**config.mk**
```make
export PLATFORM = sky130hd
export DESIGN_NAME = bcd_down_counter
export DESIGN_NICKNAME = d
export VERILOG_FILES = /design/src/rtl/bcd_down_counter.sv
export SDC_FILE = /design/constraint.sdc
export NUM_CORES = 1
export LEC_CHECK = 0
export BUFFER_PORTS_ARGS = -buffer_cell sky130_fd_sc_hd__buf_2
export CAP_MARGIN = 30
export CORE_MARGIN = 2
export CORE_UTILIZATION = 40
export DETAILED_ROUTE_END_ITERATION = 10
export HOLD_SLACK_MARGIN = 0.08
export PLACE_DENSITY = 0.69
export SLEW_MARGIN = 0
export SYNTH_ARGS = -nofsm -noshare
export SYNTH_HDL_FRONTEND = slang
export SYNTH_SLANG_ARGS = --single-unit
```
**constraint.sdc**
```tcl
create_clock -name clk -period 1.58 [get_ports clk]
set_clock_uncertainty 0.05 [all_clocks]
set_input_delay 0.079 -clock clk [delete_from_list [all_inputs] [get_ports clk]]
set_output_delay 0.079 -clock clk [all_outputs]
set_load 0.01 [all_outputs]
```
**src/rtl/bcd_down_counter.sv**
```systemverilog
// Multi-digit BCD countdown timer with preset load and a one-cycle done pulse.
// Optional feature macro: AUTO_RELOAD_EN (reload the preset when leaving DONE).
module bcd_down_counter #(
   parameter int DIGITS = 2
) (
   input  logic                  clk,
   input  logic                  rst,
   input  logic                  load,
   input  logic [4*DIGITS-1:0]   din,
   input  logic                  x,
   output logic [4*DIGITS-1:0]   q,
   output logic                  zero,
   output logic                  busy,
   output logic                  done,
   output logic [1:0]            state_dbg
);

   localparam int W = 4 * DIGITS;

   typedef enum logic [1:0] {
      IDLE = 2'd0,
      RUN  = 2'd1,
      DONE = 2'd2
   } state_t;

   state_t         state;
   state_t         state_next;
   logic [W-1:0]   q_next;
   logic [W-1:0]   din_clamped;
   logic [W-1:0]   q_dec;
   logic           borrow;
   logic           busy_next;
   logic           done_next;

`ifdef AUTO_RELOAD_EN
   logic [W-1:0]   reload_q;

   always_ff @(posedge clk or negedge rst) begin
      if (!rst) begin
         reload_q <= '0;
      end else if (load) begin
         reload_q <= din_clamped;
      end
   end
`endif

   // Non-decimal nibbles saturate to 9 so the count always stays valid BCD.
   always_comb begin
      din_clamped = '0;
      for (int i = 0; i < DIGITS; i++) begin
         din_clamped[4*i +: 4] = (din[4*i +: 4] > 4'd9) ? 4'd9 : din[4*i +: 4];
      end
   end

   // Ripple borrow: a zero digit under borrow becomes 9 and passes the borrow up.
   always_comb begin
      q_dec  = q;
      borrow = 1'b1;
      for (int i = 0; i < DIGITS; i++) begin
         if (borrow) begin
            if (q[4*i +: 4] == 4'd0) begin
               q_dec[4*i +: 4] = 4'd9;
            end else begin
               q_dec[4*i +: 4] = q[4*i +: 4] - 4'd1;
               borrow          = 1'b0;
            end
         end
      end
   end

   // State register
   always_ff @(posedge clk or negedge rst) begin
      if (!rst) begin
         state <= IDLE;
         q     <= '0;
         busy  <= 1'b0;
         done  <= 1'b0;
      end else begin
         state <= state_next;
         q     <= q_next;
         busy  <= busy_next;
         done  <= done_next;
      end
   end

   // Next-state logic
   always_comb begin
      state_next = state;
      q_next     = q;
      if (load) begin
         q_next     = din_clamped;
         state_next = (din_clamped != '0) ? RUN : DONE;
      end else begin
         case (state)
            IDLE: begin
               state_next = IDLE;
            end
            RUN: begin
               if (x) begin
                  q_next     = q_dec;
                  state_next = (q_dec == '0) ? DONE : RUN;
               end
            end
            DONE: begin
`ifdef AUTO_RELOAD_EN
               if (reload_q != '0) begin
                  q_next     = reload_q;
                  state_next = RUN;
               end else begin
                  state_next = IDLE;
               end
`else
               state_next = IDLE;
`endif
            end
            default: begin
               state_next = IDLE;
            end
         endcase
      end
   end

   // Output logic: busy/done are decoded from the next state so they are registered
   always_comb begin
      busy_next = (state_next == RUN);
      done_next = (state_next == DONE);
   end

   assign zero      = (q == '0);
   assign state_dbg = state;

endmodule

```
==> results of run 1 <==
## timing repair
| item | in CTS | in global routing |
|---|---|---|
| resized for setup | 1 | 5 |
| hold buffers | 5 | 0 |
| endpoints found under the setup margin | 1 | 3 |
| setup buffers | 2 | 0 |
| hold endpoints to repair | 16 | 0 |
| pin swaps | 1 | 1 |
## stage by stage
stage          power [W]  worst slack (ns)
3_3_place_gp    0.000554            0.0752
6_report        0.000763            0.0147
3_5_place_dp    0.000557            0.0456
4_1_cts         0.000759            0.0111
5_1_grt         0.000811           -0.0580
2_1_floorplan   0.000466            0.0425
## per-layer routing
metal / GRT usage [%] / vias up / wire (um)
li1: - / 387 / -
met1: 26.1 / 357 / 895
met2: 34.2 / 17 / 990
met3: 6.27 / 2 / 93
met4: 4.00 / 0 / 15
met5: 0 / - / 0
## synthesized netlist by cell type (2+ instances only)
master	n
nor2_1	5
clkbuf_1	3
or3_1	3
nand2_1	5
a21oi_1	3
nand3_1	2
o21a_1	2
nand4bb_1	2
o41ai_1	3
nor4_1	3
nor2b_1	2
nand2b_1	2
nand4_1	2
a31oi_1	5
dfrtp_1	12
inv_1	4
o211a_1	2
nor3_1	3
o21ai_0	2
o31ai_1	2
## kinds of logic (layout without fill, tap and decap cells)
group	count (synthesis)	in the layout	synth area share, %
simple gates	34	34	29.2
compound gates	25	25	25.1
flops	12	12	41.5
buf+inv	8	44	4.15
## power by group through the flow
stage / clock network, W / registers (W) / logic (W)
6_report: 0.000184 / 0.000367 / 0.000212
5_1_grt: 0.000206 / 0.000371 / 0.000234
4_1_cts: 0.000188 / 0.000363 / 0.000209
3_5_place_dp: 0 / 0.000367 / 0.000190
3_3_place_gp: 0 / 0.000366 / 0.000189
2_1_floorplan: 0 / 0.000376 / 0.0000901
## state kept, by name (all words and copies together), names as in the netlist
register	cells
busy	1
state_dbg	2
q	8
done	1
## tightest hold or removal path: cells and delay by family
family,cells,cell delay [ns]
buffers and inverters,1,0.11
AO/OA/AOI/OAI,2,0.19
## how the worst max path moves through the flow
| stage | start | end | slack, ns | cells after the start |
|---|---|---|---|---|
| 2_1_floorplan | q[2] | q[6] | 0.04 | 3 |
| 3_3_place_gp | q[2] | state_dbg[1] | 0.08 | 3 |
| 3_5_place_dp | q[2] | state_dbg[1] | 0.05 | 3 |
| 4_1_cts | q[3] | zero | 0.01 | 4 |
| 5_1_grt | q[5] | q[6] | -0.06 | 4 |
| 6_report | q[5] | q[7] | 0.01 | 4 |
## final cells by class
class                      count  area, um^2  area share [%]
tap                           25        31.3            3.08
clock buffer                   3        22.5            2.21
sequential                    12         302            29.6
timing repair buffer          36         223            21.9
inverter                       5        18.8            1.85
multi-input combinational     59         420            41.3
==> results.ini, run 1 <==
[run_status]
status=completed

[yosys]
synth_edf_count=0
synth.avg_cell_area_um2=9.15
netlist.top_cell.by_area=dfrtp_1
netlist_instances=79
yosys-top-cells-area=dfrtp_1 (42%), a31oi_1 (4.3%), o41ai_1 (3.6%)
synthesis.nets=91
synth_seq_cells=12
synth_top_cell_area_share_pct=41.5
ys_types=32
synth_ff_type=dfrtp_1
ys.warnings.count=0
ys_async_sr_fraction_pct=100
synth_seq_area_share_pct=41.5
syn-cell-area_um2=723

[hold_path]
hold_start=din[7]
holdPathEnd=q[5]
min_path_type=input pin to register
holdPathStages=3

[worst_setup_path]
worst_ep_arrival_time_ns=1.73
critPathRequiredTime_ns=1.75
cp-start-kind=register
crit_path_max_incr_delay_ns=0.45
r2r_slack_ns=0.01
reg2reg_depth=4
cp_cell_sequence=buf_4 > or4_1 > nor4_1 > or3_1
critPathTopFamily=simple AND/OR/NAND/NOR gates
critPathBufInv=1
rr_startpoint=q[5]
endpoint_kind=register
crit_slowest_cell=or4_1
r2r_end=q[7]
crit_type=register to register
crit_fanout=4

[power]
power.share.clock_pct=24.1
combPwrFrac_pct=27.8
power_switching_w=0.000246
irDropWorstVdd_v=0.000453
switching_share_pct=32.2
p_seq_share_pct=48.1
power.density_mw_per_mm2=750
internal_power_w=0.000517
p_leak_nw=0.432

[timing]
setup-tns-final_ns=0
final.min_clock_period_ns=1.57
slew_headroom_pct=79.3
setup_viol=0
period_share_pct=99.1
rsz0062_at_grt=true
hold_viol=0
tightest_slew_ns=0.306
slew_violations=0
max_freq_mhz=639
whs_ns=0.0908

[floorplan]
coreArea_mm2=0.00171
dieArea_mm2=0.00216
die_w_um=46.5
initial_core_util_pct=42.3
die_h_um=46.5
io_pins=25
rows=15

[layout]
fillers=168
finalNonFillerCells=140
insertedDiodeCount=0
finish.utilization_pct=59.6
drive_gt1_share_pct=36.5
layout_commonest_cell=buf_2
final_cell_mix=buf_2 (24), dfrtp_1 (11), buf_4 (7)
nNetsFinal=129
area_growth_syn_to_layout_pct=40.7
finish.instance_area_mm2=0.00102

[cts]
cts_buffers=3
cts_tree=yes
ctsLongestPathBuffers=2
root_buffer=clkbuf_4
path_clk_slew_ns=0.07
worst_skew_pair.late_latency_ns=0.27
cts_sinks=12
htree_num_levels=1

[global_route]
grt_pass1_wl_um=3080
grt_max_degree=16
grt_overflow_total=0
track_usage_pct=20.5
antenna_found_initial=0
grt_pass1_vias=686

[placed_design]
portBuffers=24
post-place-cells=130
dp_hpwl_um=1430
gp_congestion=0.796
dpl-instance-area_um2=901

[drt]
via_count=763
wl_per_cell_um=14.3
routed_wl_um=2000
first_pass_iters=4
viasPerCell=5.45
ant_nets=0
drtIter0Drc=13
drcViolationCount=0

[flow_run]
drv_cap=0

Note: power is estimated with default switching activity, not from simulation.
==> run 2, diff against run 1 <==
==> constraint.sdc (replaced) <==
create_clock -name clk -period 1.58 [get_ports clk]
set_clock_uncertainty 0.05 [all_clocks]
set_input_delay 0.079 -clock clk [delete_from_list [all_inputs] [get_ports clk]]
set_output_delay 0.079 -clock clk [all_outputs]
set_load 0.02 [all_outputs]
==> run 2 against run 1 <==
The run now ends with setup timing left. Via count up 4.8%. Worst setup slack worse by 0.027 ns. Critical path depth down 1. Combinational power up 16%. Register-to-register slack worse by 0.03 ns. Die area unchanged. Routed wire length up 3.0%. Clock power up 33%. Utilization up 2.3 points. Critical endpoint is now q[6]. Largest cell class unchanged.
==> results.ini, run 2 (synthesized netlist as in run 1, its figures left out) <==
[worst_setup_path]
r2r_end=q[6]
critPathRequiredTime_ns=1.68
critPathTopFamily=simple AND/OR/NAND/NOR gates
worst_ep_arrival_time_ns=1.69
reg2reg_depth=3
r2r_slack_ns=-0.01
cp.depth=3
cp-endpoint=q[6]
critPathBufInv=0
crit_fanout=4
crit_slowest_cell=or4_1
rr_startpoint=q[2]
cp-start-kind=register
cp_cell_sequence=or4_1 > o31ai_1 > a22oi_1
crit_type=register to register
crit_path_max_incr_delay_ns=0.58
endpoint_kind=register
crit_start=q[2]

[global_route]
met2_usage_pct=35.6
grt_pass1_vias=753
grt_overflow_total=0
busiest_layer=met2
grt_util_met3_pct=7.06
grt_max_degree=16
antenna_found_initial=0
grt_pass1_wl_um=3340
grt_use_met1_pct=28.6
track_usage_pct=22.2

[drt]
wl_per_cell_um=14.3
drcViolationCount=0
via_count=800
drtIter0Drc=15
routed_wl_um=2060
first_pass_iters=4
viasPerCell=5.56
ant_nets=0

[hold_path]
holdPathStages=3
min_path_type=input pin to register

[timing]
worst_slack_ns=-0.0124
rsz0062_at_grt=true
whs_ns=0.0928
period_share_pct=101
tightest_slew_ns=0.400
max_freq_mhz=628
slew_headroom_pct=73.1
hold_viol=0
setup_viol=1
final.min_clock_period_ns=1.59
slew_violations=0

[floorplan]
io_pins=25
die_h_um=46.5
dieArea_mm2=0.00216
die_w_um=46.5
rows=15
coreArea_mm2=0.00171
initial_core_util_pct=42.3

[power]
power.total_w=0.000853
p_leak_nw=0.452
power.density_mw_per_mm2=807
irDropWorstVdd_v=0.000774

[layout]
final_cell_mix=buf_2 (23), dfrtp_1 (11), buf_4 (11)
area_growth_syn_to_layout_pct=46.2
insertedDiodeCount=0
drive_gt1_share_pct=38.7
largest_reg_flops=8
layout_commonest_cell=buf_2
largest-register=q
nNetsFinal=132

[placed_design]
dp_slack_ns=0.0653
gp_congestion=0.772
dp_hpwl_um=1420
portBuffers=24

[run_status]
violations=setup timing
status=complete, but fails checks

[cts]
root_buffer=clkbuf_4
cts_buffers=3
htree_num_levels=1
cts_tree=yes
path_clk_slew_ns=0.07
ctsLongestPathBuffers=2
cts_sinks=12
worst_skew_pair.late_latency_ns=0.27

[flow_run]
drv_cap=0

[run 2: metrics by stage]
stage	instance area, um^2	setup TNS [ns]	util [%]	std cells
CTS	1020	0	60.0	142
global route	1060	-0.131	61.9	144
global placement	907	0	53.1	130
finish	1060	-0.0124	61.9	144
detailed placement	907	0	53.1	130
floorplan	729	-0.00757	-	79
[run 2: what timing repair did]
item	4_1_cts	5_1_grt
pin swaps	1	2
resized for setup	1	4
hold endpoints to repair	16	0
setup endpoints to repair	1	4
buffers inserted	3	2
hold buffers	5	0
[run 2: worst min path at each step]
stage	startpoint	endpoint	slack, ns
5_1_grt	din[7]	q[6]	0.09
3_3_place_gp	rst	done	-0.08
3_5_place_dp	rst	done	-0.07
2_1_floorplan	rst	busy	-0.27
4_1_cts	din[7]	q[6]	0.09
6_report	din[2]	q[2]	0.09
[run 2: cell type report]
cell class / count / area, um^2
fill: 151 / 651
tap: 25 / 31.3
clock buffer: 4 / 36.3
sequential: 12 / 302
timing repair buffer: 39 / 248
inverter: 5 / 18.8
multi-input combinational: 59 / 422
[run 2: worst reg2reg max path, stage by stage (launching register included)]
cell and delay [ns]:
dfrtp_2 0.44, or4_1 0.58, o31ai_1 0.28, a22oi_1 0.12
[run 2: where the power goes]
part	leakage [nW]	internal (W)	switching [W]
clock	0.0210	0.000140	0.000104
combinational	0.296	0.000106	0.000140
sequential	0.135	0.000331	0.0000336
total	0.452	0.000576	0.000277
[run 2: metal layers]
metal | up-vias | part of all wire (%)
met5 | - | 0
met4 | 0 | 0.54
met3 | 2 | 6.9
met2 | 36 | 49
met1 | 373 | 43
li1 | 389 | -
==> run 3, diff against run 2 <==
--- a/config.mk
+++ b/config.mk
@@ -5,13 +5,14 @@
 export SDC_FILE = /design/constraint.sdc
 export NUM_CORES = 1
 export LEC_CHECK = 0
+export ABC_AREA = 1
 export BUFFER_PORTS_ARGS = -buffer_cell sky130_fd_sc_hd__buf_2
 export CAP_MARGIN = 30
 export CORE_MARGIN = 2
 export CORE_UTILIZATION = 40
 export DETAILED_ROUTE_END_ITERATION = 10
 export HOLD_SLACK_MARGIN = 0.08
-export PLACE_DENSITY = 0.69
+export PLACE_DENSITY = 0.68
 export SLEW_MARGIN = 0
 export SYNTH_ARGS = -nofsm -noshare
 export SYNTH_HDL_FRONTEND = slang
==> run 3 against run 2 <==
The flow now finishes without violations. Critical path depth is 1 higher. Clock power decreased by 24%. Die area rose by 3.0%. Critical endpoint is now zero. Clock-buffer cell count shrank 1. Sequential cell count is the same. Global-route usage down 3.3 points. Final cell count is 15% higher. Synthesized cell count grew 43%.
==> results.ini, run 3 <==
[run_status]
status=completed

[drt]
highest_layer=met4
routed_wl_um=1900
first_pass_iters=4
ant_nets=0
wl_met1_um=845
wl_per_cell_um=11.4
drtIter0Drc=22
wl_met2_um=881
via_count=823
drcViolationCount=0
viasPerCell=4.96
met3_length_um=137

[yosys]
ys_async_sr_fraction_pct=100
netlist_instances=113
ys_top_cells_by_count=nand2_1 (33), nor2_1 (18), inv_1 (16)
synth.avg_cell_area_um2=6.61
synth_seq_cells=12
ys.warnings.count=0
syn-cell-area_um2=747
synth_most_common_cell=nand2_1
synth_top_cell_area_share_pct=40.2
netlist.top_cell.by_area=dfrtp_1
synth_ff_type=dfrtp_1
synthesis.nets=125
ys_types=15
synth_seq_area_share_pct=40.2
synth_edf_count=0
yosys-top-cells-area=dfrtp_1 (40%), nand2_1 (17%), o21ai_0 (9.4%)

[power]
irDropWorstVdd_v=0.000599
power.density_mw_per_mm2=923
power.total_w=0.000875
p_leak_nw=0.532

[layout]
largest-register=q
layout_commonest_cell=nand2_1
finalNonFillerCells=166
area_growth_syn_to_layout_pct=27.0
finish.utilization_pct=54.3
nNetsFinal=155
fillers=191
finish.instance_area_um2=948
insertedDiodeCount=0
final_cell_mix=nand2_1 (32), buf_2 (24), nor2_1 (17)
drive_gt1_share_pct=25.5
multi_input_area_um2=385
ff_latch_area_um2=302
largest_reg_flops=8

[floorplan]
die_w_um=47.2
dieArea_mm2=0.00223
initial_core_util_pct=42.8
rows=15
io_pins=25
coreArea_mm2=0.00175
die_h_um=47.2

[hold_path]
min_path_type=input pin to register

[cts]
path_clk_slew_ns=0.07
worst_skew_pair.late_latency_ns=0.27
root_buffer=clkbuf_4
cts_buffers=3
cts_sinks=12
cts_tree=yes
htree_num_levels=1
ctsLongestPathBuffers=2
post-cts-setup-buffers=0

[worst_setup_path]
worst_ep_arrival_time_ns=1.36
crit_path_max_incr_delay_ns=0.45
crit_fanout=6
critPathRequiredTime_ns=1.45
cp_cell_sequence=nor2_4 > nand3_1 > nor2_2 > buf_2
crit_type=register to output pin
critPathTopFamily=simple AND/OR/NAND/NOR gates
cp-start-kind=register
crit_slowest_cell=dfrtp_2
endpoint_kind=output pin
critPathBufInv=1

[timing]
period_share_pct=94.0
hold_viol=0
final.min_clock_period_ns=1.49
tightest_slew_ns=0.275
setup_viol=0
max_freq_mhz=673
slew_headroom_pct=81.7
setup-tns-final_ns=0
slew_violations=0

[placed_design]
dpl-instance-area_um2=890
post-place-cells=161
gp_congestion=0.882
portBuffers=24
dp_hpwl_um=1440

[global_route]
grt_pass1_wl_um=2880
grt_overflow_total=0
antenna_found_initial=0
grt_max_degree=13
grt_pass1_vias=709
track_usage_pct=18.9

[flow_run]
drv_cap=0

run 3: cell count changes in the layout (fill, tap and decap cells not counted), moves of 5 or more:
cell     change
inv_1       +12
a31oi_1      -5
o21ai_0     +12
nor2_1      +12
nand2_1     +28
buf_4       -10
run 3: worst paths after layout:
| kind | cells past startpoint | end | from | slack (ns) |
|---|---|---|---|---|
| worst min register to register | 2 | q[7] | q[7] | 0.47 |
| worst max register to register | 6 | q[5] | state_dbg[1] | 0.25 |
| worst min-delay path | 5 | q[1] | din[1] | 0.09 |
| max in group asynchronous | 2 | q[0] | rst | 1.09 |
| worst max-delay path | 4 | zero | q[0] | 0.09 |
| min in group asynchronous | 2 | q[4] | rst | 0.16 |
run 3: layout make-up:
class | instances | share of cell area (%)
sequential | 12 | 31.8
tap | 25 | 3.30
clock buffer | 3 | 2.37
timing repair buffer | 27 | 15.6
inverter | 16 | 6.33
multi-input combinational | 83 | 40.6
run 3: repair_timing:
action | CTS | global route
resized for setup | 0 | 5
hold buffers | 2 | 0
setup endpoints to repair | 0 | 2
hold endpoints to repair | 13 | 0
run 3: power by group:
part           internal (W)  total [W]  leakage [nW]  switching (W)
clock             0.0000882   0.000185        0.0138      0.0000970
combinational      0.000102   0.000290         0.379       0.000188
sequential         0.000345   0.000400         0.139      0.0000552
run 3: cells by family (layout without fill, tap and decap cells):
| family | Yosys count | after routing | synth area share, % |
|---|---|---|---|
| AOI/OAI and AO/OA | 19 | 19 | 13.1 |
| buffers and inverters | 18 | 46 | 10.2 |
| DFF | 12 | 12 | 40.2 |
| and+or+nand+nor | 64 | 64 | 36.5 |
run 3: worst reg2reg max path, cell delays in order (launching register included):
cell and delay [ns]:
dfrtp_1 0.39, nor2_1 0.14, nand2_1 0.10, nand2_2 0.18, inv_1 0.11, o21ai_0 0.18, nand2_1 0.06
run 3: stage by stage:
step | setup WS (ns) | hold WS, ns
after floorplan | 0.155 | -0.267
after global placement | 0.239 | -0.0771
after global routing | -0.0170 | 0.136
final | 0.0947 | 0.0889
after CTS | 0.0540 | 0.0859
after detailed placement | 0.162 | -0.0755
run 3: metal layers:
metal	track usage, %	vias up
li1	-	411
met1	22.7	374
met2	30.4	32
met3	6.54	6
met4	8.33	0
met5	0	-
